===== src/rtl/shift_pkg.sv =====
// Shared types and constants for the shift decode/issue stage.
package shift_pkg;

    localparam int unsigned DW    = 32;
    localparam int unsigned SH_W  = 5;
    localparam int unsigned REG_W = 5;

    localparam logic [5:0] F_SLL  = 6'b000000;
    localparam logic [5:0] F_SRL  = 6'b000010;
    localparam logic [5:0] F_SRA  = 6'b000011;
    localparam logic [5:0] F_SLLV = 6'b000100;
    localparam logic [5:0] F_SRLV = 6'b000110;
    localparam logic [5:0] F_SRAV = 6'b000111;

    localparam logic [1:0] ALUC_SRA = 2'b00;
    localparam logic [1:0] ALUC_SLL = 2'b01;
    localparam logic [1:0] ALUC_SRL = 2'b10;

    typedef struct packed {
        logic [DW-1:0]    a;
        logic [SH_W-1:0]  b;
        logic [1:0]       aluc;
        logic [REG_W-1:0] dst;
    } shift_op_t;

endpackage


===== src/rtl/skid_buf.sv =====
// Two-entry valid/ready skid buffer; in_ready is a pure register output.
module skid_buf
    import shift_pkg::*;
(
    input  logic      clk,
    input  logic      rst_n,
    input  logic      flush,
    input  logic      in_valid,
    output logic      in_ready,
    input  shift_op_t in_data,
    output logic      out_valid,
    input  logic      out_ready,
    output shift_op_t out_data
);

    logic      r_main_valid;
    logic      r_skid_valid;
    shift_op_t r_main;
    shift_op_t r_skid;

    logic w_push;
    logic w_pop;

    assign in_ready  = !r_skid_valid;
    assign out_valid = r_main_valid;
    assign out_data  = r_main;
    assign w_push    = in_valid && !r_skid_valid;
    assign w_pop     = r_main_valid && out_ready;

    always_ff @(posedge clk) begin
        if (!rst_n) begin
            r_main_valid <= 1'b0;
            r_skid_valid <= 1'b0;
            r_main       <= '0;
            r_skid       <= '0;
        end else if (flush) begin
            r_main_valid <= 1'b0;
            r_skid_valid <= 1'b0;
        end else if (!r_main_valid || w_pop) begin
            // Main slot frees up: refill from skid first to keep FIFO order.
            if (r_skid_valid) begin
                r_main       <= r_skid;
                r_main_valid <= 1'b1;
                r_skid_valid <= 1'b0;
            end else if (w_push) begin
                r_main       <= in_data;
                r_main_valid <= 1'b1;
            end else begin
                r_main_valid <= 1'b0;
            end
        end else if (w_push) begin
            r_skid       <= in_data;
            r_skid_valid <= 1'b1;
        end
    end

endmodule


===== src/rtl/shift_issue_stage.sv =====
// Decodes MIPS shift instructions for the barrel shifter and issues them through a skid buffer.
module shift_issue_stage
    import shift_pkg::*;
#(
    parameter int unsigned CNT_W = 16
) (
    input  logic             clk,
    input  logic             rst_n,
    input  logic             flush,
    input  logic             in_valid,
    output logic             in_ready,
    input  logic [DW-1:0]    in_instr,
    input  logic [DW-1:0]    in_rs_val,
    input  logic [DW-1:0]    in_rt_val,
    output logic             out_valid,
    input  logic             out_ready,
    output logic [DW-1:0]    out_a,
    output logic [SH_W-1:0]  out_b,
    output logic [1:0]       out_aluc,
    output logic [REG_W-1:0] out_dst,
    output logic [CNT_W-1:0] drop_cnt
);

    logic [5:0] w_op;
    logic [5:0] w_funct;
    logic       w_is_shift;
    logic       w_accept;
    logic       w_ready;
    shift_op_t  w_dec;
    shift_op_t  w_out;

    logic [CNT_W-1:0] r_drop_cnt;

    assign w_op    = in_instr[31:26];
    assign w_funct = in_instr[5:0];

    always_comb begin
        w_is_shift = 1'b0;
        w_dec.a    = in_rt_val;
        w_dec.b    = in_instr[10:6];
        w_dec.aluc = ALUC_SLL;
        w_dec.dst  = in_instr[15:11];
        if (w_op == 6'd0) begin
            unique case (w_funct)
                F_SLL:  begin w_is_shift = 1'b1; w_dec.aluc = ALUC_SLL; end
                F_SRL:  begin w_is_shift = 1'b1; w_dec.aluc = ALUC_SRL; end
                F_SRA:  begin w_is_shift = 1'b1; w_dec.aluc = ALUC_SRA; end
                F_SLLV: begin
                    w_is_shift = 1'b1;
                    w_dec.aluc = ALUC_SLL;
                    w_dec.b    = in_rs_val[4:0];
                end
                F_SRLV: begin
                    w_is_shift = 1'b1;
                    w_dec.aluc = ALUC_SRL;
                    w_dec.b    = in_rs_val[4:0];
                end
                F_SRAV: begin
                    w_is_shift = 1'b1;
                    w_dec.aluc = ALUC_SRA;
                    w_dec.b    = in_rs_val[4:0];
                end
                default: w_is_shift = 1'b0;
            endcase
        end
    end

    // A flushed cycle discards the handshake entirely, including drop accounting.
    assign w_accept = in_valid && w_ready && !flush;

    always_ff @(posedge clk) begin
        if (!rst_n) begin
            r_drop_cnt <= '0;
        end else if (w_accept && !w_is_shift) begin
            r_drop_cnt <= r_drop_cnt + 1'b1;
        end
    end

    skid_buf u_skid_buf (
        .clk       (clk),
        .rst_n     (rst_n),
        .flush     (flush),
        .in_valid  (w_accept && w_is_shift),
        .in_ready  (w_ready),
        .in_data   (w_dec),
        .out_valid (out_valid),
        .out_ready (out_ready),
        .out_data  (w_out)
    );

    assign in_ready = w_ready;
    assign out_a    = w_out.a;
    assign out_b    = w_out.b;
    assign out_aluc = w_out.aluc;
    assign out_dst  = w_out.dst;
    assign drop_cnt = r_drop_cnt;

endmodule

===== config.mk =====
export PLATFORM = sky130hd
export DESIGN_NAME = shift_issue_stage
export DESIGN_NICKNAME = d
export VERILOG_FILES = /design/src/rtl/shift_pkg.sv /design/src/rtl/skid_buf.sv /design/src/rtl/shift_issue_stage.sv
export SDC_FILE = /design/constraint.sdc
export NUM_CORES = 1
export LEC_CHECK = 0
export BUFFER_PORTS_ARGS = -buffer_cell sky130_fd_sc_hd__buf_2
export CORE_ASPECT_RATIO = 1.4
export CORE_UTILIZATION = 40
export DETAILED_ROUTE_END_ITERATION = 8
export PLACE_DENSITY = 0.66
export SETUP_SLACK_MARGIN = 0.02
export SLEW_MARGIN = 20
export SYNTH_ARGS = -nofsm -noshare
export SYNTH_HDL_FRONTEND = slang
export SYNTH_SLANG_ARGS = --single-unit

===== constraint.sdc =====
create_clock -name clk -period 2 [get_ports clk]
set_input_delay 0.3 -clock clk [delete_from_list [all_inputs] [get_ports clk]]
set_output_delay 0.3 -clock clk [all_outputs]
set_load 0.01 [all_outputs]

# Word level (Yosys, flattened, before mapping)

Index checks and enable logic that the tools add are counted.

Flip-flop bits (word level): 106
Input bits: 101
Output and inout bits: 62
Word-level logic and storage cells: 51

$add $sub $neg: 1
Equal/unequal tests: 5
Muxes and demuxes: 9
Bitwise gates (word level): 3
Reductions and logical operators: 22

Operators by type and width:

| cell                    | count |
|---|---|
| $mux W44                | 2 |
| $eq A6 B3 Y1 const B    | 3 |
| $add A16 B1 Y16 const B | 1 |
| $eq A6 B2 Y1 const B    | 2 |
| $logic_not A6 Y1        | 2 |
| $mux W7                 | 1 |
| $logic_and A1 B1 Y1     | 6 |
| $reduce_and A3 Y1       | 2 |
| $reduce_or A2 Y1        | 3 |
| $reduce_or A3 Y1        | 2 |
| $reduce_or A6 Y1        | 1 |
| $mux W5                 | 1 |
| $logic_not A1 Y1        | 4 |
| $mux W1                 | 4 |
| $pmux W2 S2             | 1 |
| $not A1 Y1              | 3 |
| $reduce_bool A2 Y1      | 1 |
| $logic_or A1 B1 Y1      | 1 |

# Depth between registers and ports, before layout

Gate-level depths: netlist of the first run.

Depth in word-level cells: 8
Gate-level depth with buffers: 8

# By module

Synthesis of the first run repeated with hierarchy kept, for this count alone.

Cells, all modules: 553
Area total of the unflattened synthesis: 5081.1 um2

Modules (own cells, without submodules):

| module            | times used | cells each | area an instance (um2) | seq. area each (um2) |
|---|---|---|---|---|
| skid_buf          | 1          | 441        | 4106.4                 | 1801.7 |
| shift_issue_stage | 1          | 112        | 974.7                  | 320.3 |

# Least setup slack after synthesis of the first run

OpenSTA, ideal clock, no wires.

Path type: in2reg
From: input port in_instr[27]
To: register u_skid_buf.r_main (netlist bit u_skid_buf.out_data[10])
Library setup time: 0.072 ns
Data arrival time: 1.676 ns
Required time: 1.928 ns
Path slack: 0.252 ns
Stages: 7
Path buffers: 2
Path through: nor4_4 and4_1 buf_6 a21oi_4 nor3_4 buf_6 mux2i_1

Cells in the longest elaborated chain, start to end: 6
Elaborated cells between the ends (all ways): 9

RTL lines:

| element                      | RTL line                | text |
|---|---|---|
| from (decl)                  | shift_issue_stage.sv:12 | `input logic [DW-1:0] in_instr,` |
| $logic_not A6 Y1 (*)         | shift_issue_stage.sv:43 | `if (w_op == 6'd0) begin` |
| $mux W1                      | shift_issue_stage.sv:43 |  |
| $logic_and A1 B1 Y1          | shift_issue_stage.sv:83 | `.in_valid (w_accept && w_is_shift),` |
| $logic_and A1 B1 Y1          | skid_buf.sv:27          | `assign w_push = in_valid && !r_skid_valid;` |
| $reduce_bool A2 Y1 (no line) | n/a                     |  |
| $reduce_and A3 Y1 (no line)  | n/a                     |  |
| to (signal assigned)         | skid_buf.sv:42          | `r_main <= r_skid;` |
| to (signal assigned)         | skid_buf.sv:46          | `r_main <= in_data;` |
| to (decl)                    | skid_buf.sv:18          | `shift_op_t r_main;` |

Every way passes the cells marked *; elsewhere a longest branch is shown, timed or not. The select of a mux whose other input is x is not followed.
A chain may end at the register's enable or synchronous reset.

# Worst setup path after layout of the first run

From: register r_drop_cnt[2] (netlist: drop_cnt[2])
To: register r_drop_cnt[13] (netlist: drop_cnt[13])

Cells in the longest elaborated chain, start to end: 1

RTL lines:

| element                | RTL line                | text |
|---|---|---|
| from (decl)            | shift_issue_stage.sv:32 | `logic [CNT_W-1:0] r_drop_cnt;` |
| from (signal assigned) | shift_issue_stage.sv:75 | `r_drop_cnt <= r_drop_cnt + 1'b1;` |
| $add A16 B1 Y16        | shift_issue_stage.sv:75 |  |

Every way passes these cells.

==> impl_summary.log, run 1 <==
INFO  metric die-area = 0.0124 mm^2
INFO  metric n_antenna_cell = 0
INFO  metric post_route_cells_drive_above_1_share = 0.270
INFO  metric timing_hold_violations_final = 0
INFO  metric grt_antenna_before_repair = 1
INFO  metric drt_wl_total = 11300 um
INFO  metric hold_buffers = 0
INFO  metric wl_met3 = 502 um
INFO  metric post_synthesis_adder_cell_area_fraction = 0.00261
INFO  metric min-delay-start = in_rt_val[5]
INFO  metric timing.critical_path.required = 2.27 ns
INFO  metric slew_headroom = 0.671
INFO  metric syn-num-nets = 615
INFO  metric largest_net_degree_at_the_start_of_global_routing = 72
INFO  metric drc_errors = 0
INFO  metric synth_sequential_area_ratio = 0.443
INFO  metric yosysWarningCount = 0
INFO  metric synth.mux.area_fraction = 0.100
INFO  metric timing_max_transition_violations_final = 0
INFO  metric clock.fmax = 550 MHz
INFO  metric wl_met2 = 5780 um
INFO  metric detailedRoute.firstIterationViolations = 114
INFO  metric clock_tree.htree_level_count = 3
INFO  metric globalRouteOverflowTotal = 0
INFO  metric floorplan.initialDensity = 0.416
INFO  metric top_layer_used = met5
INFO  metric result_of_the_run = finished clean
INFO  metric io_buffers = 125
INFO  metric async_flop_share = 0
INFO  metric drt_first_pass_iters = 5
INFO  metric worst_ir_drop_vdd = 0.513 mV
INFO  metric netlist.area_leader.share = 0.443
INFO  metric final_min_period_over_clock_period = 0.909
INFO  metric post_synth_instance_area = 0.00479 mm^2
INFO  metric ant_nets = 0
INFO  metric wl_per_cell = 14.6 um
INFO  metric boundaryPins = 163
INFO  metric cts.path.max_buffers = 2
INFO  metric synthTopCellsByArea = sky130_fd_sc_hd__dfxtp_1, sky130_fd_sc_hd__mux2i_1, sky130_fd_sc_hd__o211a_1, sky130_fd_sc_hd__nand2_1, sky130_fd_sc_hd__a21boi_0
INFO  metric placementRows = 46
INFO  metric timing.final.setup_violations = 0
INFO  metric crit_path_start_kind = flop
INFO  metric min_period = 1.82 ns
INFO  metric area_growth_syn_to_layout = 23.4%
INFO  metric timing_worst_slew_pin_value = 0.493 ns
INFO  metric global_route_wire_length_before_repair = 18600 um
INFO  metric power_per_cell_area = 678 mW/mm^2
INFO  metric tritoncts = yes
INFO  metric dominant_register_cell_in_the_synthesized_netlist = sky130_fd_sc_hd__dfxtp_1
INFO  metric route.layer.met1.wl = 4880 um
INFO  metric worstSetupPathType = flop to flop
INFO  metric startpoint = drop_cnt[2]$_SDFFE_PN0P_
INFO  metric timing.hold.worst_path_depth = 3
INFO  metric synth_common_cells = sky130_fd_sc_hd__dfxtp_1, sky130_fd_sc_hd__nand2_1, sky130_fd_sc_hd__mux2i_1, sky130_fd_sc_hd__nand3_1, sky130_fd_sc_hd__o211a_1
INFO  metric compound_gate_portion_of_the_synthesized_area = 0.191
INFO  metric timing.hold.worst.class = input pin to flop
INFO  metric vias_per_cell = 5.32
INFO  metric critical_path_arrival = 2.09 ns
INFO  metric clkSlewWorstSetupHoldPaths = 0.07 ns
INFO  metric timing.critical_path.fanout_max = 7
INFO  metric rsz0062_at_grt = no
INFO  metric final_net_count = 730
INFO  metric postSynthRegisterBits = 106
INFO  metric fillCellCount = 1111
INFO  metric xor_xnor_cell_area_share_of_the_yosys_netlist = 0.0164
INFO  metric timing.rr.start = drop_cnt[2]$_SDFFE_PN0P_
INFO  metric p_leak = 0.00277 uW
INFO  metric numCtsBuffers = 9
INFO  metric synth_cell_types = 45
INFO  metric setup.worst_path.end_class = flop
INFO  metric routabilityCongestion = 0.787
INFO  metric routed-via-count = 4131
INFO  metric hpwl = 7850 um
INFO  metric synth_most_common_cell = sky130_fd_sc_hd__dfxtp_1
INFO  metric synth_enable_flop_cells = 0
INFO  metric die_h = 132 um
INFO  metric global_route.usage.total = 0.186
INFO  metric setup_tns = 0 ns
INFO  metric clock-sinks = 106
INFO  metric latest_clock_arrival_within_the_worst_skew_pair = 0.34 ns
INFO  metric die_width = 94.5 um
INFO  metric synth_top_family_by_area = simple AND/OR/NAND/NOR gates
INFO  metric reg2regPathDepth = 5
INFO  metric cts.root.buffer_cell = sky130_fd_sc_hd__clkbuf_16
INFO  metric synth_area_leader_cell = sky130_fd_sc_hd__dfxtp_1
INFO  metric placeableCoreArea = 0.0115 mm^2
INFO  metric timing.max_cap.violations = 0
INFO  metric synthCells = 513
INFO  metric yosys.area_share.simple = 0.197
INFO  metric via_count_of_the_first_global_routing_pass = 3993
INFO  metric clock_skew = 0.0111 ns
INFO  metric syn_area_per_cell = 9.34 um^2
INFO  metric worst_hold_slack = 0.202 ns
-- registers in the layout, indices dropped and copies added, names as in the netlist --
name	cells
u_skid_buf.out_valid	1
u_skid_buf.r_skid	44
u_skid_buf.r_skid_valid	1
u_skid_buf.out_data	44
drop_cnt	16
-- metrics by stage --
stage / setup WS [ns] / area, um^2 / cells / utilization / total power [uW]
floorplan: 0.252 / 4790 / 513 / - / 2260
global placement: 0.125 / 5630 / 761 / 0.489 / 2380
detailed placement: 0.101 / 5630 / 761 / 0.489 / 2380
CTS: 0.133 / 5910 / 777 / 0.514 / 4050
global route: 0.0447 / 5910 / 777 / 0.514 / 4160
finish: 0.183 / 5910 / 777 / 0.514 / 4010
-- path summary, 6_finish.rpt --
| check | to | slack [ns] |
|---|---|---|
| min reg2reg | u_skid_buf.r_skid[12]$_SDFFE_PN0P_ | 0.45 |
| max | drop_cnt[13]$_SDFFE_PN0P_ | 0.18 |
| min | u_skid_buf.r_skid[17]$_SDFFE_PN0P_ | 0.20 |
| max reg2reg | drop_cnt[13]$_SDFFE_PN0P_ | 0.18 |
-- final cells by class --
| cell class | instances | area [um^2] | area share |
|---|---|---|---|
| multi-input combinational | 362 | 2450 | 0.414 |
| sequential | 106 | 2120 | 0.359 |
| timing repair buffer | 145 | 866 | 0.146 |
| clock buffer | 11 | 243 | 0.0410 |
| tap | 144 | 180 | 0.0305 |
| clock inverter | 5 | 37.5 | 0.00635 |
| inverter | 4 | 15.0 | 0.00254 |
-- power by group --
| part | switching, uW | leakage, uW | internal [uW] |
|---|---|---|---|
| clock | 794 | 0.000132 | 885 |
| combinational | 118 | 0.00178 | 101 |
| sequential | 2.97 | 0.000854 | 2110 |
-- critical path: stages (launching register included) --
cell and delay (ns):
sky130_fd_sc_hd__dfxtp_1 0.42, sky130_fd_sc_hd__and4_1 0.31, sky130_fd_sc_hd__and4_1 0.21, sky130_fd_sc_hd__nand4_1 0.25, sky130_fd_sc_hd__or3_1 0.39, sky130_fd_sc_hd__a21boi_0 0.16
-- kinds of logic (layout without fill, tap and decap cells) --
logic type	after synthesis	count (layout)
fa+ha+maj	1	1
buf+inv	45	165
simple gates	191	191
flops	106	106
xor+xnor	9	9
mux	48	48
compound gates	113	113
-- layout by cell type (no fill, tap or decap), types with 3 or more instances in the layout --
master | Yosys | routed
sky130_fd_sc_hd__a21oi_1 | 6 | 6
sky130_fd_sc_hd__buf_4 | 3 | 14
sky130_fd_sc_hd__xnor2_1 | 7 | 7
sky130_fd_sc_hd__o211a_1 | 37 | 37
sky130_fd_sc_hd__and2_1 | 10 | 10
sky130_fd_sc_hd__nor3_1 | 3 | 3
sky130_fd_sc_hd__buf_2 | 7 | 124
sky130_fd_sc_hd__and3_1 | 3 | 3
sky130_fd_sc_hd__clkbuf_16 | 0 | 9
sky130_fd_sc_hd__o21ai_0 | 12 | 12
sky130_fd_sc_hd__and4_1 | 3 | 3
sky130_fd_sc_hd__nand2_1 | 96 | 96
sky130_fd_sc_hd__a21boi_0 | 31 | 31
sky130_fd_sc_hd__o221ai_1 | 5 | 5
sky130_fd_sc_hd__o21a_1 | 5 | 5
sky130_fd_sc_hd__a21boi_1 | 11 | 11
sky130_fd_sc_hd__buf_12 | 0 | 7
sky130_fd_sc_hd__dfxtp_1 | 106 | 105
sky130_fd_sc_hd__or3_1 | 3 | 3
sky130_fd_sc_hd__inv_1 | 3 | 3
sky130_fd_sc_hd__nand3_1 | 44 | 43
sky130_fd_sc_hd__mux2i_1 | 47 | 47
sky130_fd_sc_hd__nand4_1 | 11 | 11
sky130_fd_sc_hd__nand2b_1 | 3 | 3
-- routing by layer --
metal  track usage  vias to the layer above
met1         0.224                     1962
met2         0.333                      103
li1              -                     2051
met4        0.0564                        2
met5             0                        -
met3        0.0272                       13
-- timing repair --
item / 4_1_cts / 5_1_grt
gates resized for setup: 0 / 1
buffers inserted: 0 / 0
endpoints found under the setup margin: 0 / 1
hold endpoints to repair: 0 / 0
(Power assumes the default switching activity.)
==> inputs of run 2 (changes only) <==
--- a/config.mk
+++ b/config.mk
@@ -5,11 +5,12 @@
 export SDC_FILE = /design/constraint.sdc
 export NUM_CORES = 1
 export LEC_CHECK = 0
+export ABC_AREA = 1
 export BUFFER_PORTS_ARGS = -buffer_cell sky130_fd_sc_hd__buf_2
 export CORE_ASPECT_RATIO = 1.4
 export CORE_UTILIZATION = 40
 export DETAILED_ROUTE_END_ITERATION = 8
-export PLACE_DENSITY = 0.66
+export PLACE_DENSITY = 0.65
 export SETUP_SLACK_MARGIN = 0.02
 export SLEW_MARGIN = 20
 export SYNTH_ARGS = -nofsm -noshare
==> impl_summary.log, run 2 <==
INFO  metric crit_path_start_kind = flop
INFO  metric grt-busiest-layer = met2
INFO  metric vias_per_cell = 4.92
INFO  metric tritoncts = yes
INFO  metric timing.critical_path.required = 2.25 ns
INFO  metric worstSetupPathType = flop to flop
INFO  metric final_min_period_over_clock_period = 0.842
INFO  metric clock.fmax = 593 MHz
INFO  metric placeableCoreArea = 0.0123 mm^2
INFO  metric largest_net_degree_at_the_start_of_global_routing = 51
INFO  metric detailedRoute.firstIterationViolations = 147
INFO  metric post_synth_instance_area = 0.00501 mm^2
INFO  metric timing.hold.worst.class = input pin to flop
INFO  metric timing.critical_path.fanout_max = 32
INFO  metric power_report.internal_total = 3460 uW
INFO  metric layout_common_cells = sky130_fd_sc_hd__nor2_1, sky130_fd_sc_hd__nand2_1, sky130_fd_sc_hd__buf_2, sky130_fd_sc_hd__dfxtp_1, sky130_fd_sc_hd__a21oi_1
INFO  metric clkPwrFrac = 0.469
INFO  metric synth_cell_types = 22
INFO  metric drc_errors = 0
INFO  metric global_route.usage.total = 0.186
INFO  metric rsz0062_at_grt = no
INFO  metric final_net_count = 917
INFO  metric min_period = 1.68 ns
INFO  metric clock-sinks = 106
INFO  metric use_met1 = 0.229
INFO  metric cts.root.buffer_cell = sky130_fd_sc_hd__clkbuf_16
INFO  metric place_worst_setup_slack = 0.206 ns
INFO  metric async_flop_share = 0
INFO  metric die-area = 0.0130 mm^2
INFO  metric globalRouteOverflowTotal = 0
INFO  metric post_route_cells_drive_above_1_share = 0.199
INFO  metric cts.path.max_buffers = 2
INFO  metric switching_share = 0.217
INFO  metric hold_buffers = 0
INFO  metric routed-via-count = 4777
INFO  metric p_leak = 0.00277 uW
INFO  metric p_comb_frac = 0.053
INFO  metric p_switching = 959 uW
INFO  metric yosysWarningCount = 0
INFO  metric critical_path_arrival = 1.94 ns
INFO  metric numCtsBuffers = 9
INFO  metric synth_most_common_cell = sky130_fd_sc_hd__nor2_1
INFO  metric area_growth_syn_to_layout = 20.7%
INFO  metric synth_sequential_area_ratio = 0.423
INFO  metric io_buffers = 125
INFO  metric postSynthRegisterBits = 106
INFO  metric synthCells = 712
INFO  metric setup_tns = 0 ns
INFO  metric synth_common_cells = sky130_fd_sc_hd__nor2_1, sky130_fd_sc_hd__nand2_1, sky130_fd_sc_hd__dfxtp_1, sky130_fd_sc_hd__a21oi_1, sky130_fd_sc_hd__nand3_1
INFO  metric cts_resized = 0
INFO  metric slew_headroom = 0.517
INFO  metric layout_setup_ws = 0.315 ns
INFO  metric clock_tree.htree_level_count = 3
INFO  metric synth_area_leader_cell = sky130_fd_sc_hd__dfxtp_1
INFO  metric setup.worst_path.end_class = flop
INFO  metric timing.max_cap.violations = 0
INFO  metric wl_per_cell = 12.6 um
INFO  metric latest_clock_arrival_within_the_worst_skew_pair = 0.35 ns
INFO  metric die_h = 134 um
INFO  metric seq_power_share = 0.479
INFO  metric finish.utilization = 0.494
INFO  metric reg2regPathDepth = 9
INFO  metric drt_first_pass_iters = 4
INFO  metric drt_wl_total = 12200 um
INFO  metric worst_ir_drop_vdd = 0.438 mV
INFO  metric syn_area_per_cell = 7.04 um^2
INFO  metric via_count_of_the_first_global_routing_pass = 4173
INFO  metric hpwl = 8190 um
INFO  metric post-cts-setup-buffers = 0
INFO  metric grt_antenna_before_repair = 0
INFO  metric synthTopCellsByArea = sky130_fd_sc_hd__dfxtp_1, sky130_fd_sc_hd__nor2_1, sky130_fd_sc_hd__nand2_1, sky130_fd_sc_hd__mux2i_1, sky130_fd_sc_hd__a21oi_1
INFO  metric routabilityCongestion = 0.843
INFO  metric dominant_register_cell_in_the_synthesized_netlist = sky130_fd_sc_hd__dfxtp_1
INFO  metric floorplan.initialDensity = 0.409
INFO  metric n_antenna_cell = 0
INFO  metric clkSlewWorstSetupHoldPaths = 0.08 ns
INFO  metric synth_enable_flop_cells = 0
INFO  metric ant_nets = 0
INFO  metric grt.met2_usage = 0.324
INFO  metric timing.final.setup_violations = 0
INFO  metric syn-num-nets = 814
INFO  metric power_per_cell_area = 731 mW/mm^2
INFO  metric met3_usage = 0.0352
INFO  metric die_width = 96.6 um
INFO  metric timing_max_transition_violations_final = 0
INFO  metric timing_worst_slew_pin_value = 0.725 ns
INFO  metric timing_hold_violations_final = 0
INFO  metric mostFrequentLayoutCell = sky130_fd_sc_hd__nor2_1
INFO  metric placementRows = 48
INFO  metric clock_skew = 0.00839 ns
INFO  metric netlist.area_leader.share = 0.423
INFO  metric timing.hold.worst_path_depth = 3
INFO  metric boundaryPins = 163
INFO  metric global_route_wire_length_before_repair = 19900 um
INFO  metric result_of_the_run = finished clean
==> run 2: worst max-delay path, cell delays in order, from the launching register on <==
cell and delay [ns]:
sky130_fd_sc_hd__dfxtp_2 0.33, sky130_fd_sc_hd__inv_2 0.17, sky130_fd_sc_hd__nand2_2 0.09, sky130_fd_sc_hd__nor2_4 0.10, sky130_fd_sc_hd__nand4_2 0.15, sky130_fd_sc_hd__nand2_2 0.15, sky130_fd_sc_hd__buf_4 0.33, sky130_fd_sc_hd__nand3_1 0.12
sky130_fd_sc_hd__nand2_1 0.09, sky130_fd_sc_hd__nor2_1 0.04
==> run 2: final timing paths <==
check                                       start                                    to  slack, ns
max          u_skid_buf.r_skid_valid$_SDFFE_PP0P_  u_skid_buf.out_data[14]$_SDFFE_PN0P_       0.32
min                                 in_rt_val[18]    u_skid_buf.r_skid[30]$_SDFFE_PN0P_       0.19
max reg2reg  u_skid_buf.r_skid_valid$_SDFFE_PP0P_  u_skid_buf.out_data[14]$_SDFFE_PN0P_       0.32
min reg2reg  u_skid_buf.out_data[21]$_SDFFE_PN0P_  u_skid_buf.out_data[21]$_SDFFE_PN0P_       0.48
==> run 2: metal layers <==
layer	part of all wire	wire length, um	vias to the layer above
met3	0.041	500	15
met4	0.017	204	0
li1	-	-	2508
met1	0.45	5470	2153
met2	0.50	6050	101
met5	0	0	-
==> run 2: through the flow <==
| stage | cells | cell area, um^2 | total power, uW | hold WS, ns |
|---|---|---|---|---|
| 5_1_grt | 970 | 6050 | 4570 | 0.187 |
| 2_1_floorplan | 712 | 5010 | 2290 | 0.435 |
| 3_5_place_dp | 954 | 5700 | 2400 | 0.463 |
| 6_report | 970 | 6050 | 4420 | 0.186 |
| 4_1_cts | 970 | 6050 | 4470 | 0.178 |
| 3_3_place_gp | 954 | 5700 | 2400 | 0.457 |
==> run 2: area by class of cell <==
class / instances / area [um^2]
clock buffers: 10 / 239
clock inverters: 6 / 114
fillers: 1307 / 6200
inverters: 47 / 176
multi-input cells: 515 / 2480
flip-flops and latches: 106 / 2120
well taps: 150 / 188
repair buffers: 136 / 733
==> run 2: logic make-up (layout without fill, tap and decap cells) <==
logic type | count (synthesis) | count (layout) | share of synthesized area
and+or+nand+nor | 367 | 367 | 0.303
DFF | 106 | 106 | 0.423
AOI/OAI and AO/OA | 105 | 105 | 0.105
buffers and inverters | 91 | 199 | 0.0836
muxes | 37 | 37 | 0.0739
xor gates and xnor gates | 5 | 5 | 0.00874
adders and majority gates | 1 | 1 | 0.00250
==> run 2: power by group through the flow <==
stage                     combinational, uW  sequential, uW  clock [uW]
final                                   232            2120        2070
after global placement                  232            2170           0
after CTS                               235            2120        2120
after detailed placement                234            2170           0
after floorplan                         124            2170           0
after global routing                    262            2120        2190
